===== config.mk =====
export PLATFORM = sky130hd
export DESIGN_NAME = ras_ckpt
export DESIGN_NICKNAME = d
export VERILOG_FILES = /design/src/rtl/core_types_pkg.sv /design/src/rtl/ras_ckpt.sv
export SDC_FILE = /design/constraint.sdc
export NUM_CORES = 1
export LEC_CHECK = 0
export ABC_AREA = 1
export ABC_CLOCK_PERIOD_IN_PS = 8000
export BUFFER_PORTS_ARGS = -buffer_cell sky130_fd_sc_hd__buf_2
export CORE_MARGIN = 3
export CORE_UTILIZATION = 35
export DETAILED_ROUTE_END_ITERATION = 7
export GPL_ROUTABILITY_DRIVEN = 1
export GPL_TIMING_DRIVEN = 0
export PLACE_DENSITY = 0.56
export SKIP_LAST_GASP = 1
export SLEW_MARGIN = 25
export SYNTH_ARGS = -nofsm -noshare
export SYNTH_HDL_FRONTEND = slang
export SYNTH_SLANG_ARGS = --single-unit

===== constraint.sdc =====
create_clock -name CLK -period 8 [get_ports CLK]
set_clock_uncertainty 0.15 [all_clocks]
set_input_delay 0.4 -clock CLK [delete_from_list [all_inputs] [get_ports CLK]]
set_output_delay 0.4 -clock CLK [all_outputs]
set_load 0.02 [all_outputs]

===== src/rtl/core_types_pkg.sv =====
// Shared front-end types: RAS geometry and the fetch checkpoint record.
// Latency: n/a (types and constants only).
// Backpressure: n/a.
package core_types_pkg;

    localparam int RAS_ENTRIES      = 8;
    localparam int RAS_INDEX_WIDTH  = $clog2(RAS_ENTRIES);
    localparam int RAS_COUNT_WIDTH  = RAS_INDEX_WIDTH + 1;
    localparam int RAS_TARGET_WIDTH = 31;   // PC[31:1]

    // Snapshot that fetch takes on every predicted branch and hands back on a mispredict.
    typedef struct packed {
        logic [RAS_INDEX_WIDTH-1:0] ptr;
        logic [RAS_COUNT_WIDTH-1:0] count;
    } ras_ckpt_t;

endpackage


===== src/rtl/ras_ckpt.sv =====
// Return address stack with checkpoint/restore of top pointer and occupancy.
// Latency: reads are combinational from registered state; updates take effect next edge.
// Backpressure: none - every push/pop/restore is accepted in the cycle it is asserted.
//
// Ports:
//   CLK, RST                      clock, async active-high reset
//   push_valid_in/push_target_in  call: push a return target
//   pop_valid_in                  return: pop the top
//   restore_valid_in/_ptr_in/_count_in  mispredict: reload pointer and occupancy
//   ret_target_out/ret_valid_out  predicted return target, stack non-empty
//   ptr_out/count_out             checkpoint source
//   overflow_out                  registered pulse: a push overwrote the oldest live entry
module ras_ckpt #(
    parameter int RAS_ENTRIES      = core_types_pkg::RAS_ENTRIES,
    parameter int RAS_INDEX_WIDTH  = $clog2(RAS_ENTRIES),
    parameter int RAS_COUNT_WIDTH  = RAS_INDEX_WIDTH + 1,
    parameter int RAS_TARGET_WIDTH = core_types_pkg::RAS_TARGET_WIDTH
) (
    input  logic                        CLK,
    input  logic                        RST,
    input  logic                        push_valid_in,
    input  logic [RAS_TARGET_WIDTH-1:0] push_target_in,
    input  logic                        pop_valid_in,
    input  logic                        restore_valid_in,
    input  logic [RAS_INDEX_WIDTH-1:0]  restore_ptr_in,
    input  logic [RAS_COUNT_WIDTH-1:0]  restore_count_in,
    output logic [RAS_TARGET_WIDTH-1:0] ret_target_out,
    output logic                        ret_valid_out,
    output logic [RAS_INDEX_WIDTH-1:0]  ptr_out,
    output logic [RAS_COUNT_WIDTH-1:0]  count_out,
    output logic                        overflow_out
);

    localparam logic [RAS_COUNT_WIDTH-1:0] FULL_CNT = RAS_COUNT_WIDTH'(RAS_ENTRIES);
    localparam logic [RAS_INDEX_WIDTH-1:0] ONE_IDX  = RAS_INDEX_WIDTH'(1);
    localparam logic [RAS_COUNT_WIDTH-1:0] ONE_CNT  = RAS_COUNT_WIDTH'(1);

    logic [RAS_INDEX_WIDTH-1:0]  ptr_q, ptr_d;
    logic [RAS_COUNT_WIDTH-1:0]  count_q, count_d;
    logic                        overflow_q, overflow_d;
    logic [RAS_TARGET_WIDTH-1:0] entry_q [RAS_ENTRIES];
    logic [RAS_TARGET_WIDTH-1:0] entry_d [RAS_ENTRIES];
    logic                        wr_en;
    logic [RAS_INDEX_WIDTH-1:0]  wr_idx;
    logic                        empty, full;

    assign empty = (count_q == '0);
    assign full  = (count_q == FULL_CNT);

    always_comb begin
        ptr_d      = ptr_q;
        count_d    = count_q;
        overflow_d = 1'b0;
        wr_en      = 1'b0;
        wr_idx     = ptr_q;
        if (restore_valid_in) begin
            // Checkpoint counts wider than the stack are clamped; entries are left alone.
            ptr_d   = restore_ptr_in;
            count_d = (restore_count_in > FULL_CNT) ? FULL_CNT : restore_count_in;
        end else if (push_valid_in && pop_valid_in) begin
            // Coroutine jump: replace the top in place.
            wr_en  = 1'b1;
            wr_idx = ptr_q;
            if (empty) begin
                count_d = ONE_CNT;
            end
        end else if (push_valid_in) begin
            ptr_d  = ptr_q + ONE_IDX;
            wr_en  = 1'b1;
            wr_idx = ptr_q + ONE_IDX;
            if (full) begin
                overflow_d = 1'b1;   // ring wrapped onto the oldest live entry
            end else begin
                count_d = count_q + ONE_CNT;
            end
        end else if (pop_valid_in) begin
            // Underflow still moves the pointer so the stale entry serves as a guess.
            ptr_d = ptr_q - ONE_IDX;
            if (!empty) begin
                count_d = count_q - ONE_CNT;
            end
        end
    end

    always_comb begin
        entry_d = entry_q;
        if (wr_en) begin
            entry_d[wr_idx] = push_target_in;
        end
    end

    always_ff @(posedge CLK or posedge RST) begin
        if (RST) begin
            ptr_q      <= '0;
            count_q    <= '0;
            overflow_q <= 1'b0;
            for (int i = 0; i < RAS_ENTRIES; i++) begin
                entry_q[i] <= '0;
            end
        end else begin
            ptr_q      <= ptr_d;
            count_q    <= count_d;
            overflow_q <= overflow_d;
            entry_q    <= entry_d;
        end
    end

    assign ret_target_out = entry_q[ptr_q];
    assign ret_valid_out  = !empty;
    assign ptr_out        = ptr_q;
    assign count_out      = count_q;
    assign overflow_out   = overflow_q;

endmodule


==> metrics.log, run 1 <==
[metrics] Worst Setup End Kind: primary output
[metrics] detailed-route via count: 12075
[metrics] total leakage power: 7.51 nW
[metrics] post-synth design cell area: 0.0128 mm²
[metrics] P&R area growth vs syn: 13.9%
[metrics] met1 wire length: 19500 µm
[metrics] wire length of the first global-routing pass: 70000 µm
[metrics] vias in the first global route: 11923
[metrics] launching element type of the critical path: flop
[metrics] DR DRC count: 0
[metrics] uppermost layer routed: met4
[metrics] post-CTS setup-driven buffer insertion count: 0
[metrics] Max Clk Rate: 245 MHz
[metrics] number of standard cells in the layout, taps in and fillers out: 2260
[metrics] post-synthesis area per instance: 7.58 µm²
[metrics] pwr/cell area: 360 mW/mm²
[metrics] die outline width: 198 µm
[metrics] outcome: finished, final reports clean
[metrics] Clk Latency, worst-skew pair: 0.55 ns
[metrics] Initial Util: 35.8%
[metrics] top-count cell post-synth: nand2_1
[metrics] distinct cell type count of the synthesized netlist: 30
[metrics] clock tree from TritonCTS: built
[metrics] Slew @ Worst Pin: 0.781 ns
[metrics] leading post-synthesis cells by cell area: dfrtp_1 50%, nand2_1 19%, o21ai_0 6.7%
[metrics] worst min-delay path class: input pin to flop
[metrics] aggregate routed wire length: 45000 µm
[metrics] area share of the largest cell type after synthesis: 49.9%
[metrics] instance count of the mapped netlist: 1695
[metrics] overall track demand over capacity in global routing: 22.9%
[metrics] H-Tree Depth: 1
[metrics] pins over their slew limit: 0
[metrics] maximum ir drop on the vdd rail: 0.168 mV
[metrics] final hold violation count: 0
[metrics] sink count of the clock tree: 256
[metrics] number of nets with antenna violations after routing: 0
[metrics] worst hold slack: 0.0303 ns
[metrics] number of violations reported at the end of detailed-routing iteration 0: 983
[metrics] die boundary height: 198 µm
[metrics] critical path data required time: 7.45 ns
[metrics] area leader, netlist: dfrtp_1
[metrics] power after layout: 5.27 mW
[metrics] routability congestion estimate: 0.890
[metrics] master cell of the clock root buffer: clkbuf_16
[metrics] most frequent CP cell: clkbuf_1
[metrics] Met2 Wirelength: 21100 µm
[metrics] setup violators final: 0
[metrics] number of rows in the core area: 69
[metrics] number of synthesized register bits: 256
[metrics] CP arrival: 3.53 ns
[metrics] share of flip-flops with an asynchronous set or reset: 100%
[metrics] clock slew at reported path FFs: 0.06 ns
[metrics] initial antenna violation count: 1
[metrics] syn_nets: 1743
[metrics] Floorplan Core Area: 0.0358 mm²
[metrics] pin count of the biggest net entering global routing: 94
[metrics] fin crit period: 4.08 ns
[metrics] count of flip-flops with a built-in enable after synthesis: 0
[metrics] RSZ-0062 raised after global routing: false
[metrics] number of maximum-capacitance violations: 0
[metrics] Avg WL per Cell: 19.9 µm
[metrics] maximum cell stage delay along the critical path: 0.60 ns
[metrics] sequential share of the synthesized area: 49.9%
[metrics] classification of the worst setup path: flop to primary output
[metrics] layout net count: 1828
[metrics] final HPWL from detailed placement: 32300 µm
[metrics] worst slew margin relative to its limit: 48.0%
[metrics] first-pass detailed-route iteration total: 5
[metrics] count of buffers inserted at the top-level ports: 51
[metrics] maximum clock path buffer count: 3
[metrics] top cells by count, synth: 640 x nand2_1, 256 x dfrtp_1, 171 x o21ai_0, 137 x nand3_1, 130 x nor2_1
[metrics] share of final-layout standard cells stronger than drive strength 1: 12.2%
[metrics] DIE AREA: 0.0390 mm²
[metrics] Primary FF master, synth: dfrtp_1
[metrics] I/O pin cnt: 83
[metrics] number of placed instances, taps included: 2209
[metrics] CTS buffer count: 29
[metrics] sum of overflow across all layers after global routing: 0
[metrics] critical-path cell with the highest stage delay: clkbuf_1
[metrics] met3 layer wire length in the routed design: 3130 µm
[metrics] number of warnings reported in the yosys synthesis log: 0
[metrics] Worst Path Max Fanout: 10
[metrics] detailed-route vias per instance: 5.34
[metrics] worst-path cell chain: clkbuf_1, inv_2, clkbuf_1, clkbuf_1, o21ai_0, o22ai_1, nand2_1, nand2_1, buf_2
[metrics] post-route fraction of the period consumed by the critical path: 51.0%
-- power breakdown --
part | switching [mW] | internal (mW)
clock network | 0.542 | 0.727
registers | 0.332 | 1.90
logic | 1.20 | 0.576
total | 2.07 | 3.20
-- layout by cell type, fill, tap and decap left out, types with 3 or more instances in the layout --
| cell type | n |
|---|---|
| clkbuf_16 | 29 |
| buf_4 | 10 |
| o21ai_0 | 171 |
| dfrtp_1 | 256 |
| nand4_1 | 62 |
| nand3_1 | 137 |
| clkinv_2 | 4 |
| nor2_1 | 130 |
| inv_1 | 18 |
| clkbuf_8 | 7 |
| nand2_1 | 640 |
| nor2_4 | 3 |
| inv_2 | 3 |
| ha_1 | 4 |
| buf_2 | 137 |
| o22ai_1 | 62 |
| buf_1 | 3 |
| nor2_2 | 5 |
| clkbuf_2 | 8 |
| clkbuf_1 | 65 |
| o21ai_1 | 24 |
-- critical path: cells and delay by family (launching register included) --
kind | cells | cell delay [ns]
AOI/OAI and AO/OA | 2 | 0.48
buffers and inverters | 5 | 1.83
and+or+nand+nor | 2 | 0.26
DFF | 1 | 0.41
-- sequential cells by signal (all words and copies together) (netlist names) --
name          flops
entry_q         248
count_out         4
ptr_out           3
overflow_out      1
-- path summary, 6_finish.rpt --
kind                                    from            endpoint  slack, ns  depth (start not counted)
max                               ptr_out[1]  ret_target_out[25]       3.92                          9
min                        push_target_in[0]        entry_q[217]       0.03                          3
min in group asynchronous                RST        count_out[2]       0.31                          3
min reg2reg                     entry_q[155]        entry_q[155]       0.31                          2
max reg2reg                       ptr_out[1]        entry_q[139]       4.37                         14
max in group asynchronous                RST         entry_q[48]       6.44                          4
-- layer usage --
| layer | vias to the layer above | global-route usage (%) |
|---|---|---|
| li1 | 5722 | - |
| met1 | 5866 | 31.2 |
| met2 | 415 | 37.8 |
| met3 | 72 | 3.65 |
| met4 | 0 | 6.82 |
| met5 | - | 0 |
-- per-stage QoR --
| stage | setup slack [ns] | instance area [µm²] | util (%) | TNS (ns) |
|---|---|---|---|---|
| after floorplan | 0.408 | 12800 | - | 0 |
| after global placement | -3.06 | 13700 | 38.2 | -773.14 |
| after detailed placement | 4.46 | 13700 | 38.3 | 0 |
| after CTS | 4.02 | 14600 | 40.8 | 0 |
| after global routing | 3.81 | 14600 | 40.8 | 0 |
| final | 3.92 | 14600 | 40.8 | 0 |
-- timing repair --
action | CTS | global route
gates resized for setup | 0 | 0
setup endpoints to repair | 0 | 0
endpoints found under the hold margin | 78 | 0
hold buffers | 1 | 0
-- final cells by class --
cell class / count / area (µm²)
buffer: 164 / 771
tap: 461 / 577
clock buffer: 44 / 852
sequential: 256 / 6410
fill: 3679 / 21200
inverter: 23 / 96.3
antenna: 1 / 2.50
clock inverter: 5 / 31.3
timing repair buffer: 54 / 320
multi-input combinational: 1252 / 5580
-- kinds of logic after synthesis --
kind of cell / count (synthesis) / synth area share (%)
AND/OR/NAND/NOR: 986 / 32.0
XOR/XNOR: 1 / 0.0682
buffers and inverters: 187 / 6.69
flip-flops: 256 / 49.9
adder cells (fa/ha/maj): 5 / 0.546
AO/OA/AOI/OAI: 260 / 10.8
Note: power is estimated with default switching activity, not from simulation.
==> inputs of run 2 (changes only) <==
--- a/config.mk
+++ b/config.mk
@@ -6,7 +6,7 @@
 export NUM_CORES = 1
 export LEC_CHECK = 0
 export ABC_AREA = 1
-export ABC_CLOCK_PERIOD_IN_PS = 8000
+export ABC_CLOCK_PERIOD_IN_PS = 3500
 export BUFFER_PORTS_ARGS = -buffer_cell sky130_fd_sc_hd__buf_2
 export CORE_MARGIN = 3
 export CORE_UTILIZATION = 35
==> constraint.sdc (replaced) <==
create_clock -name CLK -period 3.5 [get_ports CLK]
set_clock_uncertainty 0.15 [all_clocks]
set_input_delay 0.175 -clock CLK [delete_from_list [all_inputs] [get_ports CLK]]
set_output_delay 0.175 -clock CLK [all_outputs]
set_load 0.02 [all_outputs]
==> metrics.log, run 2 (synthesized netlist as in run 1, its figures left out) <==
[metrics] setup violators final: 0 (unchanged)
[metrics] flip-flop count of the largest register, all copies and words added: 248 (unchanged)
[metrics] pwr/cell area: 810 mW/mm² (was 360 mW/mm²)
[metrics] die outline width: 198 µm (unchanged)
[metrics] register containing the most flip-flops in the final layout: entry_q (unchanged)
[metrics] DIE AREA: 0.0390 mm² (unchanged)
[metrics] final hold violation count: 0 (unchanged)
[metrics] P&R area growth vs syn: 19.3% (was 13.9%)
[metrics] overall track demand over capacity in global routing: 23.4% (was 22.9%)
[metrics] PnR worst setup slack: 0.182 ns (was 3.92 ns)
[metrics] number of violations reported at the end of detailed-routing iteration 0: 1043 (was 983)
[metrics] Inserted Diodes: 0 (was 1)
[metrics] critical path data required time: 3.17 ns (was 7.45 ns)
[metrics] count of buffers inserted at the top-level ports: 51 (unchanged)
[metrics] layout net count: 1875 (was 1828)
[metrics] Clk Latency, worst-skew pair: 0.55 ns (about the same)
[metrics] CTS buffer count: 29 (unchanged)
[metrics] final instance area: 0.0153 mm² (was 0.0146 mm²)
[metrics] worst slew margin relative to its limit: 49.8% (was 48.0%)
[metrics] Initial Util: 35.8% (unchanged)
[metrics] master cell of the clock root buffer: clkbuf_16 (unchanged)
[metrics] pins over their slew limit: 0 (unchanged)
[metrics] Slew @ Worst Pin: 0.754 ns (was 0.781 ns)
[metrics] vias in the first global route: 12076 (was 11923)
[metrics] worst slack at placement: -0.0445 ns (was 4.46 ns)
[metrics] RSZ-0062 raised after global routing: false (unchanged)
[metrics] met2 GRT Util: 38.5% (was 37.8%)
[metrics] busiest layer in global routing: met2 (unchanged)
[metrics] CP arrival: 2.99 ns (was 3.53 ns)
[metrics] area after detailed placement: 0.0139 mm² (was 0.0137 mm²)
[metrics] aggregate routed wire length: 45600 µm (was 45000 µm)
[metrics] Max Clk Rate: 301 MHz
[metrics] I/O pin cnt: 83 (unchanged)
[metrics] DR DRC count: 0 (unchanged)
[metrics] initial antenna violation count: 1 (unchanged)
[metrics] worst min-delay path class: input pin to flop (unchanged)
[metrics] pin count of the biggest net entering global routing: 31 (was 94)
[metrics] sum of overflow across all layers after global routing: 0 (unchanged)
[metrics] Buf/Inv on CP: 3 (was 5)
[metrics] Floorplan Core Area: 0.0358 mm² (unchanged)
[metrics] Worst Setup End Kind: primary output (unchanged)
[metrics] number of placed instances, taps included: 2217 (was 2209)
[metrics] final HPWL from detailed placement: 33000 µm (was 32300 µm)
[metrics] total leakage power: 7.82 nW (was 7.51 nW)
[metrics] launching element type of the critical path: flop (unchanged)
[metrics] GRT met3 Usage: 2.88% (was 3.65%)
[metrics] routability congestion estimate: 0.860 (was 0.890)
[metrics] met1 Track Usage GR: 32.7% (was 31.2%)
[metrics] sink count of the clock tree: 256 (unchanged)
[metrics] classification of the worst setup path: flop to primary output (unchanged)
[metrics] share of final-layout standard cells stronger than drive strength 1: 12.8% (was 12.2%)
[metrics] outcome: finished, final reports clean (unchanged)
[metrics] dominant delay contributor by cell family on the critical path: buffers and inverters (unchanged)
[metrics] critical-path cell with the highest stage delay: clkbuf_1 (unchanged)
[metrics] fin crit period: 3.32 ns
[metrics] most common cell after layout, fill and taps aside: nand2_1 (unchanged)
[metrics] Avg WL per Cell: 19.8 µm (was 19.9 µm)
[metrics] maximum clock path buffer count: 3 (unchanged)
[metrics] clock tree from TritonCTS: built (unchanged)
[metrics] post-route fraction of the period consumed by the critical path: 94.8%
[metrics] post-CTS setup-driven buffer insertion count: 0 (unchanged)
[metrics] die boundary height: 198 µm (unchanged)
[metrics] detailed-route via count: 12227 (was 12075)
[metrics] worst-path cell chain: buf_2, clkbuf_1, o21ai_0, o22ai_1, nand2_1, nand2_1, buf_2 (was clkbuf_1, inv_2, clkbuf_1, clkbuf_1, o21ai_0, o22ai_1, nand2_1, nand2_1, buf_2)
[metrics] number of maximum-capacitance violations: 0 (unchanged)
[metrics] number of nets with antenna violations after routing: 0 (unchanged)
[metrics] power after layout: 12.4 mW (was 5.27 mW)
[metrics] detailed-route vias per instance: 5.30 (was 5.34)
[metrics] post-layout util: 42.8% (was 40.8%)
[metrics] worst hold slack: 0.0224 ns (was 0.0303 ns)
[metrics] Total Negative Setup Slacks: 0 ns (unchanged)
[metrics] clock slew at reported path FFs: 0.06 ns (about the same)
[metrics] number of rows in the core area: 69 (unchanged)
[metrics] maximum ir drop on the vdd rail: 0.419 mV (was 0.168 mV)
[metrics] Worst Path Max Fanout: 19 (was 10)
[metrics] H-Tree Depth: 1 (unchanged)
[metrics] number of standard cells in the layout, taps in and fillers out: 2309 (was 2260)
[metrics] first-pass detailed-route iteration total: 6 (was 5)
[metrics] top library cells by usage in the layout, fill and taps aside: 640 x nand2_1, 256 x dfrtp_1, 171 x o21ai_0 (unchanged)
[metrics] wire length of the first global-routing pass: 71500 µm (was 70000 µm)
[metrics] maximum cell stage delay along the critical path: 0.56 ns (was 0.60 ns)
[run 2: cell types whose count changed in the layout (fill, tap and decap cells not counted), moves of 2 or more]
cell / before / now
dlygate4sd3_1: 1 / 42
clkbuf_1: 65 / 56
buf_12: 0 / 6
clkbuf_2: 8 / 13
bufinv_16: 0 / 3
buf_16: 2 / 4
[run 2: worst paths after layout]
kind,start,endpoint,slack [ns],cells after the start
max reg2reg,ptr_out[0],entry_q[141],0.29,14
min reg2reg,entry_q[43],entry_q[43],0.31,2
min,restore_valid_in,ptr_out[0],0.02,5
max,ptr_out[0],ret_target_out[25],0.18,7
min in group asynchronous,RST,count_out[1],0.09,3
max in group asynchronous,RST,entry_q[10],1.96,7
[run 2: area by class of cell]
type                    count  area (µm²)
fillers                  3602       20500
flip-flops and latches    256        6410
multi-input cells        1252        5580
repair buffers            103         906
clock buffers              43         858
plain buffers             162         769
well taps                 461         577
clock inverters             9         130
inverters                  23        92.6
[run 2: routing by layer]
metal  routed length (µm)  share of wire, %
met3                 3110               6.8
met5                    0                 0
met2                21400                47
met1                20000                44
met4                 1170               2.6
[run 2: what timing repair did]
item / in CTS / in global routing
endpoints found under the setup margin: 110 / 202
hold endpoints to repair: 377 / 0
gates cloned: 0 / 0
gates resized for setup: 2 / 6
hold buffers: 42 / 0
[run 2: worst register-to-register path, stage by stage, from the launching register on]
cell,delay [ns]
dfrtp_1,0.43
inv_1,0.09
buf_2,0.24
buf_2,0.32
clkbuf_2,0.31
ha_1,0.28
inv_1,0.08
nand3_1,0.11
nand2_2,0.19
inv_2,0.07
buf_2,0.22
nand3_2,0.17
buf_2,0.27
nand2_1,0.11
nand2_1,0.08
[run 2: report_power, final]
part / internal, mW / switching (mW) / leakage, nW / total (mW)
combinational: 1.37 / 2.75 / 4.09 / 4.12
clock: 1.91 / 1.28 / 0.491 / 3.19
sequential: 4.34 / 0.764 / 3.25 / 5.10
total: 7.62 / 4.79 / 7.82 / 12.4
==> inputs of run 3 (changes only) <==
--- a/config.mk
+++ b/config.mk
@@ -9,11 +9,11 @@
 export ABC_CLOCK_PERIOD_IN_PS = 3500
 export BUFFER_PORTS_ARGS = -buffer_cell sky130_fd_sc_hd__buf_2
 export CORE_MARGIN = 3
-export CORE_UTILIZATION = 35
+export CORE_UTILIZATION = 55
 export DETAILED_ROUTE_END_ITERATION = 7
 export GPL_ROUTABILITY_DRIVEN = 1
 export GPL_TIMING_DRIVEN = 0
-export PLACE_DENSITY = 0.56
+export PLACE_DENSITY = 0.79
 export SKIP_LAST_GASP = 1
 export SLEW_MARGIN = 25
 export SYNTH_ARGS = -nofsm -noshare
==> metrics.log, run 3 (synthesized netlist as in run 1, its figures left out) <==
[metrics] routability congestion estimate: 0.951 (was 0.860)
[metrics] first-pass detailed-route iteration total: 6 (unchanged)
[metrics] setup slack on the worst flop-to-flop path: 0.15 ns (was 0.29 ns)
[metrics] sum of overflow across all layers after global routing: 0 (unchanged)
[metrics] die outline width: 159 µm (was 198 µm)
[metrics] layout net count: 1873 (was 1875)
[metrics] worst slack at placement: 0.0408 ns (was -0.0445 ns)
[metrics] Clock Power Share: 25.6% (was 25.7%)
[metrics] post-route fraction of the period consumed by the critical path: 95.8% (was 94.8%)
[metrics] count of buffers inserted at the top-level ports: 51 (unchanged)
[metrics] flip-flop count of the largest register, all copies and words added: 248 (unchanged)
[metrics] register containing the most flip-flops in the final layout: entry_q (unchanged)
[metrics] maximum clock path buffer count: 3 (unchanged)
[metrics] Worst Setup End Kind: flop (was primary output)
[metrics] master cell of the clock root buffer: clkbuf_16 (unchanged)
[metrics] wire length of the first global-routing pass: 67900 µm (was 71500 µm)
[metrics] number of nets with antenna violations after routing: 0 (unchanged)
[metrics] RSZ-0062 raised after global routing: false (unchanged)
[metrics] post-layout util: 66.2% (was 42.8%)
[metrics] classification of the worst setup path: flop to flop (was flop to primary output)
[metrics] worst slew margin relative to its limit: 51.4% (was 49.8%)
[metrics] Worst Path Max Fanout: 10 (was 19)
[metrics] worst setup path startpoint: ptr_out[0] (unchanged)
[metrics] aggregate routed wire length: 42700 µm (was 45600 µm)
[metrics] clock tree from TritonCTS: built (unchanged)
[metrics] number of rows in the core area: 55 (was 69)
[metrics] die boundary height: 159 µm (was 198 µm)
[metrics] most common cell after layout, fill and taps aside: nand2_1 (unchanged)
[metrics] post-CTS setup-driven buffer insertion count: 0 (unchanged)
[metrics] H-Tree Depth: 1 (unchanged)
[metrics] total leakage power: 7.79 nW (was 7.82 nW)
[metrics] worst-path cell chain: inv_1, buf_2, buf_2, clkbuf_1, ha_1, inv_1, nand3_1, nand2_2, inv_2, nor2_4, nand2_1, buf_2, nand2_1, nand2_1 (was buf_2, clkbuf_1, o21ai_0, o22ai_1, nand2_1, nand2_1, buf_2)
[metrics] number of maximum-capacitance violations: 0 (unchanged)
[metrics] worst min-delay path class: input pin to flop (unchanged)
[metrics] number of standard cells in the layout, taps in and fillers out: 2158 (was 2309)
[metrics] Avg WL per Cell: 19.8 µm (about the same)
[metrics] pins over their slew limit: 0 (unchanged)
[metrics] Worst Hold Path Cells: 5 (unchanged)
[metrics] critical path data required time: 3.76 ns (was 3.17 ns)
[metrics] sink count of the clock tree: 256 (unchanged)
[metrics] power share of the combinational group: 33.2% (about the same)
[metrics] end point of the critical path: entry_q[111] (was ret_target_out[25])
[metrics] Clk Latency, worst-skew pair: 0.54 ns (was 0.55 ns)
[metrics] top library cells by usage in the layout, fill and taps aside: 640 x nand2_1, 256 x dfrtp_1, 171 x o21ai_0 (unchanged)
[metrics] DIE AREA: 0.0252 mm² (was 0.0390 mm²)
[metrics] Sw Pwr: 4.80 mW (was 4.79 mW)
[metrics] pin count of the biggest net entering global routing: 33 (was 31)
[metrics] share of final-layout standard cells stronger than drive strength 1: 12.8% (about the same)
[metrics] initial antenna violation count: 1 (unchanged)
[metrics] final hold violation count: 0 (unchanged)
[metrics] Max Clk Rate: 298 MHz (was 301 MHz)
[metrics] DR DRC count: 0 (unchanged)
[metrics] power after layout: 12.4 mW (about the same)
[metrics] Floorplan Core Area: 0.0228 mm² (was 0.0358 mm²)
[metrics] launching element type of the critical path: flop (unchanged)
[metrics] maximum cell stage delay along the critical path: 0.48 ns (was 0.56 ns)
[metrics] number of placed instances, taps included: 2068 (was 2217)
[metrics] overall track demand over capacity in global routing: 33.3% (was 23.4%)
[metrics] CTS buffer count: 27 (was 29)
[metrics] detailed-route vias per instance: 6.02 (was 5.30)
[metrics] PnR worst setup slack: 0.148 ns (was 0.182 ns)
[metrics] setup violators final: 0 (unchanged)
[metrics] detailed-route via count: 12983 (was 12227)
[metrics] number of violations reported at the end of detailed-routing iteration 0: 1721 (was 1043)
[metrics] Inserted Diodes: 0 (unchanged)
[metrics] reg2reg path depth: 14 (unchanged)
[metrics] maximum ir drop on the vdd rail: 0.355 mV (was 0.419 mV)
[metrics] endpoint of the most critical register-to-register path: entry_q[111] (was entry_q[141])
[metrics] Seq pwr share: 41.2% (was 41.1%)
[metrics] fin crit period: 3.35 ns (was 3.32 ns)
[metrics] outcome: finished, final reports clean (unchanged)
[metrics] critical-path cell with the highest stage delay: clkbuf_1 (unchanged)
[metrics] Initial Util: 56.4% (was 35.8%)
[metrics] clock slew at reported path FFs: 0.06 ns (about the same)
[metrics] vias in the first global route: 12517 (was 12076)
[metrics] internal power: 7.65 mW (was 7.62 mW)
[metrics] final HPWL from detailed placement: 29800 µm (was 33000 µm)
[metrics] Total Negative Setup Slacks: 0 ns (unchanged)
[metrics] layout filler cell count: 1903 (was 3602)
[metrics] CP arrival: 3.62 ns (was 2.99 ns)
[metrics] pwr/cell area: 825 mW/mm² (was 810 mW/mm²)
[metrics] I/O pin cnt: 83 (unchanged)
[metrics] startpoint of the worst register-to-register path: ptr_out[0] (unchanged)
[metrics] Switching Fraction: 38.5% (was 38.6%)
[metrics] P&R area growth vs syn: 17.5% (was 19.3%)
[metrics] Slew @ Worst Pin: 0.728 ns (was 0.754 ns)
==> run 3: worst max-delay path, delay by kind of cell, from the launching register on <==
| family | cells | cell delay [ns] |
|---|---|---|
| AND/OR/NAND/NOR | 6 | 0.80 |
| flip-flops | 1 | 0.42 |
| buffers and inverters | 7 | 1.49 |
| adder cells (fa/ha/maj) | 1 | 0.33 |
==> run 3: how the worst min path moves through the flow <==
stage | start | endpoint
detailed placement | RST | entry_q[224]
floorplan | restore_count_in[3] | count_out[3]
global placement | entry_q[54] | entry_q[54]
global route | push_valid_in | count_out[1]
finish | push_valid_in | count_out[1]
CTS | push_valid_in | count_out[1]
==> run 3: power groups by stage <==
stage	Clock [mW]	Combinational, mW	Sequential, mW
finish	3.18	4.13	5.13
CTS	3.17	4.05	5.09
detailed placement	0	3.99	5.11
global route	3.31	4.58	5.26
floorplan	0	2.78	4.93
global placement	0	3.81	5.07
==> run 3: cell type report <==
class,instances,area [µm²],area share [%]
clock buffers,37,793,5.26
plain buffers,163,772,5.12
flip-flops and latches,256,6410,42.5
multi-input cells,1252,5580,37.0
repair buffers,102,856,5.67
well taps,313,392,2.60
clock inverters,12,196,1.30
inverters,23,92.6,0.614
==> run 3: what timing repair did <==
| action | CTS | global route |
|---|---|---|
| endpoints found under the setup margin | 2 | 233 |
| endpoints found under the hold margin | 420 | 0 |
| resized for setup | 1 | 6 |
| hold buffers | 42 | 0 |
| gates cloned | 0 | 0 |
==> run 3: routing by layer <==
layer  global-route usage (%)  part of all wire (%)  up-vias
met5                        0                 0.030        -
met4                     12.9                   4.0        2
met3                     6.34                    10      152
met2                     54.1                    47      825
met1                     44.5                    39     6193
li1                         -                     -     5811
==> run 3: metrics by stage <==
stage | hold slack (ns) | instance area [µm²]
2_1_floorplan | 0.223 | 12800
3_3_place_gp | 0.298 | 13500
3_5_place_dp | 0.00245 | 13700
4_1_cts | 0.00976 | 15100
5_1_grt | 0.0727 | 15100
6_report | 0.00473 | 15100
